## config.mk

```make
export PLATFORM = sky130hd
export DESIGN_NAME = multiplier
export DESIGN_NICKNAME = d
export VERILOG_FILES = /design/src/rtl/multdiv_pkg.sv /design/src/rtl/booth_recoder.sv /design/src/rtl/cla.sv /design/src/rtl/register.sv /design/src/rtl/multiplier.sv
export SDC_FILE = /design/constraint.sdc
export NUM_CORES = 1
export LEC_CHECK = 0
export ABC_AREA = 1
export ABC_CLOCK_PERIOD_IN_PS = 13400
export CAP_MARGIN = 20
export CORE_MARGIN = 2
export CORE_UTILIZATION = 51
export CTS_CLUSTER_DIAMETER = 30
export DETAILED_ROUTE_END_ITERATION = 7
export GPL_ROUTABILITY_DRIVEN = 0
export PLACE_DENSITY_LB_ADDON = 0.15
export RECOVER_POWER = 50
export SKIP_LAST_GASP = 1
export SYNTH_ARGS = -nofsm -noshare
export SYNTH_HDL_FRONTEND = slang
export SYNTH_HIERARCHICAL = 1
export SYNTH_SLANG_ARGS = --single-unit
```

## constraint.sdc

```tcl
create_clock -name clock -period 13.4 [get_ports clock]
set_input_delay 2.68 -clock clock [delete_from_list [all_inputs] [get_ports clock]]
set_output_delay 2.68 -clock clock [all_outputs]
set_load 0.02 [all_outputs]
```

## src/rtl/multdiv_pkg.sv

```systemverilog
`default_nettype none
// ============================================================================
// multdiv_pkg : shared widths, counts and enums for the multiply/divide unit
// Revision    : 1.0
// ============================================================================
package multdiv_pkg;

  localparam int WIDTH      = 32;
  localparam int ITERATIONS = 16;
  localparam logic [3:0] LAST_COUNT = 4'(ITERATIONS - 1);

  typedef enum logic [1:0] {
    IDLE = 2'd0,
    BUSY = 2'd1,
    DONE = 2'd2
  } mult_state_e;

  typedef enum logic [2:0] {
    ZERO = 3'd0,
    POS1 = 3'd1,
    POS2 = 3'd2,
    NEG1 = 3'd3,
    NEG2 = 3'd4
  } booth_sel_e;

endpackage
`default_nettype wire

```

## src/rtl/booth_recoder.sv

```systemverilog
`default_nettype none
// ============================================================================
// booth_recoder : radix-4 Booth digit select; addend is 0, M or 2M with the
//                 sign carried separately as invert flag and carry-in
// Revision      : 1.0
// ============================================================================
module booth_recoder #(
  parameter int WIDTH = 34
) (
  input  logic [2:0]       bits_i,
  input  logic [WIDTH-1:0] m_i,
  output logic [WIDTH-1:0] addend_o,
  output logic             invert_o,
  output logic             cin_o
);
  import multdiv_pkg::*;

  booth_sel_e sel;

  always_comb begin
    sel = ZERO;
    case (bits_i)
      3'b001, 3'b010: sel = POS1;
      3'b011:         sel = POS2;
      3'b100:         sel = NEG2;
      3'b101, 3'b110: sel = NEG1;
      default:        sel = ZERO;
    endcase
  end

  always_comb begin
    addend_o = '0;
    case (sel)
      POS1, NEG1: addend_o = m_i;
      POS2, NEG2: addend_o = m_i << 1;
      default:    addend_o = '0;
    endcase
  end

  assign invert_o = (sel == NEG1) || (sel == NEG2);
  assign cin_o    = invert_o;

endmodule
`default_nettype wire

```

## src/rtl/cla.sv

```systemverilog
`default_nettype none
// ============================================================================
// cla      : generate/propagate adder, sum = a + b + cin (carry-out dropped)
// Revision : 1.0
// ============================================================================
module cla #(
  parameter int WIDTH = 34
) (
  input  logic [WIDTH-1:0] a_i,
  input  logic [WIDTH-1:0] b_i,
  input  logic             cin_i,
  output logic [WIDTH-1:0] sum_o
);

  logic [WIDTH-1:0] w_gen;
  logic [WIDTH-1:0] w_prop;

  assign w_gen  = a_i & b_i;
  assign w_prop = a_i ^ b_i;

  always_comb begin : p_carry
    logic carry;
    sum_o = '0;
    carry = cin_i;
    for (int i = 0; i < WIDTH; i++) begin
      sum_o[i] = w_prop[i] ^ carry;
      carry    = w_gen[i] | (w_prop[i] & carry);
    end
  end

endmodule
`default_nettype wire

```

## src/rtl/register.sv

```systemverilog
`default_nettype none
// ============================================================================
// register : enabled storage cell with synchronous active-high reset
// Revision : 1.0
// ============================================================================
module register #(
  parameter int WIDTH = 32
) (
  input  logic             clock,
  input  logic             reset,
  input  logic             en_i,
  input  logic [WIDTH-1:0] d_i,
  output logic [WIDTH-1:0] q_o
);

  always_ff @(posedge clock) begin
    if (reset) begin
      q_o <= '0;
    end else if (en_i) begin
      q_o <= d_i;
    end
  end

endmodule
`default_nettype wire

```

## src/rtl/multiplier.sv

```systemverilog
`default_nettype none
// ============================================================================
// multiplier : sequential 32x32 signed radix-4 Booth multiplier, 17-cycle
//              latency, low product word plus 32-bit overflow flag
// Revision   : 1.0
// ============================================================================
module multiplier #(
  parameter int WIDTH = multdiv_pkg::WIDTH
) (
  input  logic             clock,
  input  logic             reset,
  input  logic [WIDTH-1:0] data_operandA,
  input  logic [WIDTH-1:0] data_operandB,
  input  logic             ctrl_MULT,
  output logic [WIDTH-1:0] data_result,
  output logic             data_exception,
  output logic             data_resultRDY
);
  import multdiv_pkg::*;

  localparam int ACC_W = WIDTH + 2;

  mult_state_e      state_q, state_d;
  logic [3:0]       count_q, count_d;

  logic [ACC_W-1:0] acc_q, acc_d, m_q, m_d;
  logic [WIDTH-1:0] q_q, q_d;
  logic             qm1_q, qm1_d;

  logic             w_load, w_step, w_finish;
  logic [ACC_W-1:0] w_addend, w_addend_x, w_sum, w_acc_shift;
  logic [WIDTH-1:0] w_q_shift;
  logic             w_invert, w_cin;
  logic [WIDTH:0]   w_prod_hi;
  logic             w_overflow;

  // A strobe in any state wins over the running iteration and abandons it.
  assign w_load   = ctrl_MULT;
  assign w_step   = (state_q == BUSY) && !ctrl_MULT;
  assign w_finish = w_step && (count_q == LAST_COUNT);

  booth_recoder #(.WIDTH(ACC_W)) u_recoder (
    .bits_i   ({q_q[1:0], qm1_q}),
    .m_i      (m_q),
    .addend_o (w_addend),
    .invert_o (w_invert),
    .cin_o    (w_cin)
  );

  assign w_addend_x = w_addend ^ {ACC_W{w_invert}};

  cla #(.WIDTH(ACC_W)) u_cla (
    .a_i   (acc_q),
    .b_i   (w_addend_x),
    .cin_i (w_cin),
    .sum_o (w_sum)
  );

  assign w_acc_shift = {{2{w_sum[ACC_W-1]}}, w_sum[ACC_W-1:2]};
  assign w_q_shift   = {w_sum[1:0], q_q[WIDTH-1:2]};

  // Product bits [63:31] as they will stand after the final iteration.
  assign w_prod_hi  = {w_acc_shift[WIDTH-1:0], w_q_shift[WIDTH-1]};
  assign w_overflow = !((&w_prod_hi) || !(|w_prod_hi));

  assign acc_d = w_load ? '0 : w_acc_shift;
  assign q_d   = w_load ? data_operandB : w_q_shift;
  assign qm1_d = w_load ? 1'b0 : q_q[1];
  assign m_d   = {{2{data_operandA[WIDTH-1]}}, data_operandA};

  register #(.WIDTH(ACC_W)) u_acc (
    .clock, .reset, .en_i(w_load | w_step), .d_i(acc_d), .q_o(acc_q)
  );
  register #(.WIDTH(WIDTH)) u_q (
    .clock, .reset, .en_i(w_load | w_step), .d_i(q_d), .q_o(q_q)
  );
  register #(.WIDTH(1)) u_qm1 (
    .clock, .reset, .en_i(w_load | w_step), .d_i(qm1_d), .q_o(qm1_q)
  );
  register #(.WIDTH(ACC_W)) u_m (
    .clock, .reset, .en_i(w_load), .d_i(m_d), .q_o(m_q)
  );
  register #(.WIDTH(WIDTH)) u_result (
    .clock, .reset, .en_i(w_finish), .d_i(w_q_shift), .q_o(data_result)
  );
  register #(.WIDTH(1)) u_exception (
    .clock, .reset, .en_i(w_finish), .d_i(w_overflow), .q_o(data_exception)
  );

  always_ff @(posedge clock) begin
    if (reset) begin
      state_q <= IDLE;
      count_q <= 4'd0;
    end else begin
      state_q <= state_d;
      count_q <= count_d;
    end
  end

  always_comb begin
    state_d = state_q;
    count_d = count_q;
    if (ctrl_MULT) begin
      state_d = BUSY;
      count_d = 4'd0;
    end else begin
      case (state_q)
        IDLE: state_d = IDLE;
        BUSY: begin
          if (count_q == LAST_COUNT) begin
            state_d = DONE;
            count_d = 4'd0;
          end else begin
            count_d = count_q + 4'd1;
          end
        end
        DONE:    state_d = IDLE;
        default: state_d = IDLE;
      endcase
    end
  end

  assign data_resultRDY = (state_q == DONE);

endmodule
`default_nettype wire

```

==> metrics.csv <==
metric,value,unit
cp_data_required_time,13720,ps
powerDensity,124,nW/µm²
routedWlPerCell,10.7,µm
rsz0062_at_grt,true,
clk_latency,430,ps
finalHoldViolCount,0,
crit_top_cell,fa_2,
cts_buffer_depth,2,
synth_top_cell_area_share,0.336,
vias,7210,
critPathMaxFanout,3,
cts.clk_slew.worst_paths,60,ps
min_period,13160,ps
critPathKind,reg -> reg,
portBuffers,100,
ios,101,
initial_core_util,0.524,
grt_usage,0.207,
fin_cells,1621,
grt_pass1_wl,29700,µm
dpl.hpwl,11600,µm
end_kind,register,
status,completed,
ys_seq_area_frac,0.336,
cts_root_buffer,clkbuf_16,
post-route-period-util,0.982,
fill_cells,1529,
report.power.total,1.25,mW
synth_area_leaders,"dfxtp_1, nand2_1, nor2_1",
drt_iter0_drc,374,
grt_max_degree,90,
ys_ff_latch,140,
die_w,132,µm
first_pass_iters,5,
antenna_found_initial,0,
rows,46,
area_growth,19.9,%
numCtsBuffers,17,
finalMaxSlewViolations,0,
die_y,132,µm
cts_tree,done,
dp.cells,1587,
setup_viol,0,
syn_nets,1420,
drive_gt1_frac,0.0776,
synthCells,1319,
syn_avg_cell_area,6.33,µm²
fmax,76.0,MHz
synth_area,8350,µm²
relSlewSlack,0.0612,
vias_per_cell,4.45,
yosysWarnings,6,
ant_nets,0,
cp_slowest_cell,fa_2,
vdd_ir_drop_max,111,µV
cp.arrival,13480,ps
grt_remaining_overflow,0,
fin_skew,5.54,ps
drv_cap,0,
die_area,17400,µm²
max_stage_delay,360,ps
tightest_slew,1400,ps
core,15900,µm²
yosysUniqueCellTypes,26,
hp-class,reg -> reg,
clkSinkCount,140,
leakage,5.23,nW
drc,0,
n_antenna_cell,0,
fin_nets,1493,
synth_top_area_cell,dfxtp_1,
drt-total-wl,17300,µm
cp-start-kind,register,
final_util,0.628,
htreeDepth,4,
first_global_vias,6411,
[worst paths after layout]
kind                                      start                             to  slack, ps  depth (start not counted)
setup / recovery        u_q/q_o[0]$_SDFFE_PP0P_   u_exception/q_o$_SDFFE_PP0P_        240                         51
hold / removal    u_result/q_o[11]$_SDFFE_PP0P_  u_result/q_o[11]$_SDFFE_PP0P_        470                          2
setup reg to reg        u_q/q_o[0]$_SDFFE_PP0P_   u_exception/q_o$_SDFFE_PP0P_        240                         51
hold reg to reg   u_result/q_o[11]$_SDFFE_PP0P_  u_result/q_o[11]$_SDFFE_PP0P_        470                          2
[state kept, by name, indices dropped and copies added (netlist names)]
register	flops
count_q	4
state_q	2
u_acc/q_o	34
u_exception/q_o	1
u_m/q_o	34
u_q/q_o	32
u_qm1/q_o	1
u_result/q_o	32
[synth_stat cells]
library cell	count
a21oi_1	3
buf_2	33
buf_4	5
buf_6	29
clkinv_1	2
dfxtp_1	140
fa_1	33
ha_1	1
inv_1	185
inv_2	2
nand2_1	461
nand2_2	1
nand2_4	1
nand3_1	40
nand4_1	1
nor2_1	330
nor2_2	3
nor2_4	1
nor3_1	5
nor3_2	1
nor3b_1	1
nor4_4	1
o21ai_0	4
o21ai_2	1
o22ai_1	1
xor2_1	34
[timing repair]
item,in CTS,in global routing
endpoints found under the setup margin,5,5
pin swaps,0,5
gates cloned,0,0
setup buffers,0,1
hold buffers,0,0
resized for setup,5,18
[through the flow]
| stage | hold slack [ps] | worst slack [ps] | setup TNS (ps) | instance area [µm²] |
|---|---|---|---|---|
| after floorplan | 449 | 10.0 | 0 | 8410 |
| after global placement | 456 | -137 | -316 | 9310 |
| after detailed placement | 462 | -235 | -717 | 9310 |
| after CTS | 471 | 2.96 | 0 | 9940 |
| after global routing | 488 | -144 | -167 | 10000 |
| final | 466 | 241 | 0 | 10000 |
[logic make-up (layout without fill, tap and decap cells)]
group           Yosys count  in the layout  share of synthesized area
flops                   140            140                      0.336
xor+xnor                 34             34                     0.0357
compound gates            9              9                    0.00599
buf+inv                 256            342                      0.148
simple gates            846            846                      0.394
fa+ha+maj                34             34                     0.0806
[cell usage in the layout (no fill, tap or decap), drive strengths merged]
| cell type | count |
|---|---|
| nand2 | 463 |
| nor2 | 334 |
| inv | 190 |
| dfxtp | 140 |
| clkdlybuf4s50 | 65 |
| nand3 | 40 |
| xor2 | 34 |
| dlygate4sd3 | 34 |
| fa | 33 |
| buf | 22 |
| clkbuf | 20 |
| nor3 | 6 |
| o21ai | 5 |
| clkinvlp | 4 |
| clkinv | 4 |
| a21oi | 3 |
| bufinv | 3 |
| nand4 | 1 |
| nor4 | 1 |
| o22ai | 1 |
| ha | 1 |
| nor3b | 1 |
[power breakdown]
group / total (mW) / switching [mW] / internal [mW] / leakage [nW]
Sequential: 0.468 / 0.0234 / 0.444 / 1.15
Combinational: 0.285 / 0.164 / 0.122 / 3.79
Clock: 0.493 / 0.189 / 0.304 / 0.290
Total: 1.25 / 0.376 / 0.870 / 5.23
[critical path, delay by kind of cell, from the launching register on]
| kind | cells | cell delay (ps) |
|---|---|---|
| adders and majority gates | 33 | 11400 |
| buffers and inverters | 6 | 320 |
| and+or+nand+nor | 11 | 900 |
| DFF | 1 | 330 |
| xor gates and xnor gates | 1 | 90 |
[area by class of cell]
class                           count  area [µm²]  share of cell area
Inverter                          189         712              0.0711
Timing Repair Buffer              121        1180               0.117
Clock buffer                       20         457              0.0456
Sequential cell                   140        2810               0.280
Clock inverter                     12         160              0.0160
Tap cell                          216         270              0.0270
Multi-Input combinational cell    923        4430               0.443
[metal layers]
metal,global-route usage,share of wire,vias to the layer above
met1,0.282,0.49,3083
met4,0.0682,0.016,0
met2,0.331,0.45,162
li1,-,-,3946
met3,0.0388,0.042,19
met5,0,0,-
Power figures use the tool's default switching activity.
==> edit (same settings) <==
The 3 states of `mult_state_e` get a one-hot encoding in 3 bits.
--- a/src/rtl/multdiv_pkg.sv
+++ b/src/rtl/multdiv_pkg.sv
@@ -9,10 +9,10 @@
   localparam int ITERATIONS = 16;
   localparam logic [3:0] LAST_COUNT = 4'(ITERATIONS - 1);
 
-  typedef enum logic [1:0] {
-    IDLE = 2'd0,
-    BUSY = 2'd1,
-    DONE = 2'd2
+  typedef enum logic [2:0] {
+    IDLE = 3'b001,
+    BUSY = 3'b010,
+    DONE = 3'b100
   } mult_state_e;
 
   typedef enum logic [2:0] {
Function: same outputs for any inputs over 10 cycles, from zero or initial values and one cycle with reset high; not proved beyond that.
==> edit against the original RTL <==
Sequential cell count is 1 higher; synthesized area down 0.15%; total power down 4.3%; worst setup slack got worse by 43 ps; global-route usage grew 0.39 points; design area up 0.25%; clock power fell by 7.5%; first-iteration DRC count increased by 14%; routed wire length grew 0.52%; critical path type unchanged; largest cell class unchanged; largest power group is now registers; highest routed layer unchanged.
==> edit: results (changes against the original RTL) <==
[pwr]
power_mw = 1.192  ; -4.3%
p_leak_nw = 5.190  ; -0.86%
intPower_mw = 0.8382  ; -3.7%
ir_drop_mv = 0.09267  ; -17%
p_clk_share_pct = 38.2  ; -1.4 points
combPwrFrac_pct = 22.6  ; -0.3 points
powerDensity_nw_per_um2 = 118.8  ; -4.6%

[layout]
multi_input_area_share_pct = 44.25  ; about the same
instances_no_fill = 1629  ; +0.49%
nMultiInputCombCells = 928  ; +0.54%
buf_share_pct = 12.10  ; +0.36 points
drive_gt1_share_pct = 7.714  ; -0.044 points
clock_buffers = 21  ; +5.0%
clock_area_share_pct = 5.646  ; -0.51 points
non_clock_inverter_count = 191  ; +1.1%
num-nonclk-buffers = 122  ; +0.83%
nFillCells = 1563  ; +2.2%
nets = 1502  ; +0.60%
reg_top3 = u_acc/q_o (34), u_m/q_o (34)
seqCellArea_um2 = 2825  ; +0.71%

[routing]
drt_iter0_markers = 427  ; +14%
wl_per_cell_um = 10.70  ; about the same
vias = 7267  ; +0.79%

[logic_synthesis]
synth_seq_cells = 141  ; +0.71%
synth_fp_nets = 1428  ; +0.56%
ys_top_cells_by_area = dfxtp_1 (34%), nand2_1 (21%), nor2_1 (15%), inv_1 (8.4%), fa_1 (7.9%)
synth_warnings = 6  ; unchanged
synth_area_per_cell_um2 = 6.282  ; -0.75%
yosysSeqAreaShare_pct = 33.86  ; +0.29 points
synthTopCellsByCount = nand2_1 (463), nor2_1 (332), inv_1 (186)
synth_cell_type_count = 25  ; -3.8%

[clocking]
post_cts_resized = 11  ; +6

[hold_path]
whs_endpoint = u_result/q_o[12]
min_from = u_result/q_o[12]
min_path_type = flip-flop to flip-flop

[critical_path]
r2r_start = u_q/q_o[0]
reg2regPathDepth = 51  ; unchanged
critPathArrivalTime_ps = 13520  ; +40 ps
critical_path.max_fanout = 3  ; unchanged
reg2reg_setup_slack_ps = 200  ; -40 ps

[sta]
clock-skew-final_ps = 11.03  ; +5.483 ps
worst_slew_pin_slew_ps = 1091  ; -313.7 ps
whs_ps = 465.3  ; -0.2990 ps

[outcome]
status = completed

[global_route]
antenna_found_initial = 0  ; unchanged
track_usage_pct = 21.06  ; +0.39 points
grt_max_degree = 114  ; +27%
grt_pass1_vias = 6630  ; +3.4%
grt_pass1_wl_um = 30370  ; +2.1%

[placement]
hpwlAfterDp_um = 11450  ; -1.0%
dp.cells = 1592  ; +0.32%
dpl_worst_slack_ps = -309.2  ; -74.68 ps
placed_area_um2 = 9320  ; +0.12%

==> edit: cell count changes after synthesis, sizes merged, moves of 2 or more <==
cell / unedited run / this run
inv: 187 / 189
nand2: 463 / 465
o21ai: 5 / 3
nor2: 334 / 336
==> edit: worst max-delay path by stage <==
stage	startpoint	end	slack (ps)	depth (start not counted)
after global placement	u_q/q_o[0]	u_exception/q_o	-140	51
after detailed placement	u_q/q_o[0]	u_exception/q_o	-310	51
after global routing	u_q/q_o[0]	u_exception/q_o	-240	51
after CTS	u_q/q_o[0]	u_exception/q_o	-70	51
after floorplan	u_q/q_o[0]	u_exception/q_o	30	53
final	u_q/q_o[0]	u_exception/q_o	200	51
==> edit: cells by family after synthesis <==
kind of cell    share of synthesized area (%)
simple gates                            39.50
buf+inv                                 14.45
compound gates                         0.5404
flops                                   33.86
xor+xnor                                3.572
fa+ha+maj                               8.074
==> edit: routing by layer <==
layer	global-route usage [%]	routed length [µm]
met5	0	0
met4	4.952	138
met3	4.498	708
met2	35.83	7977
met1	27.50	8611
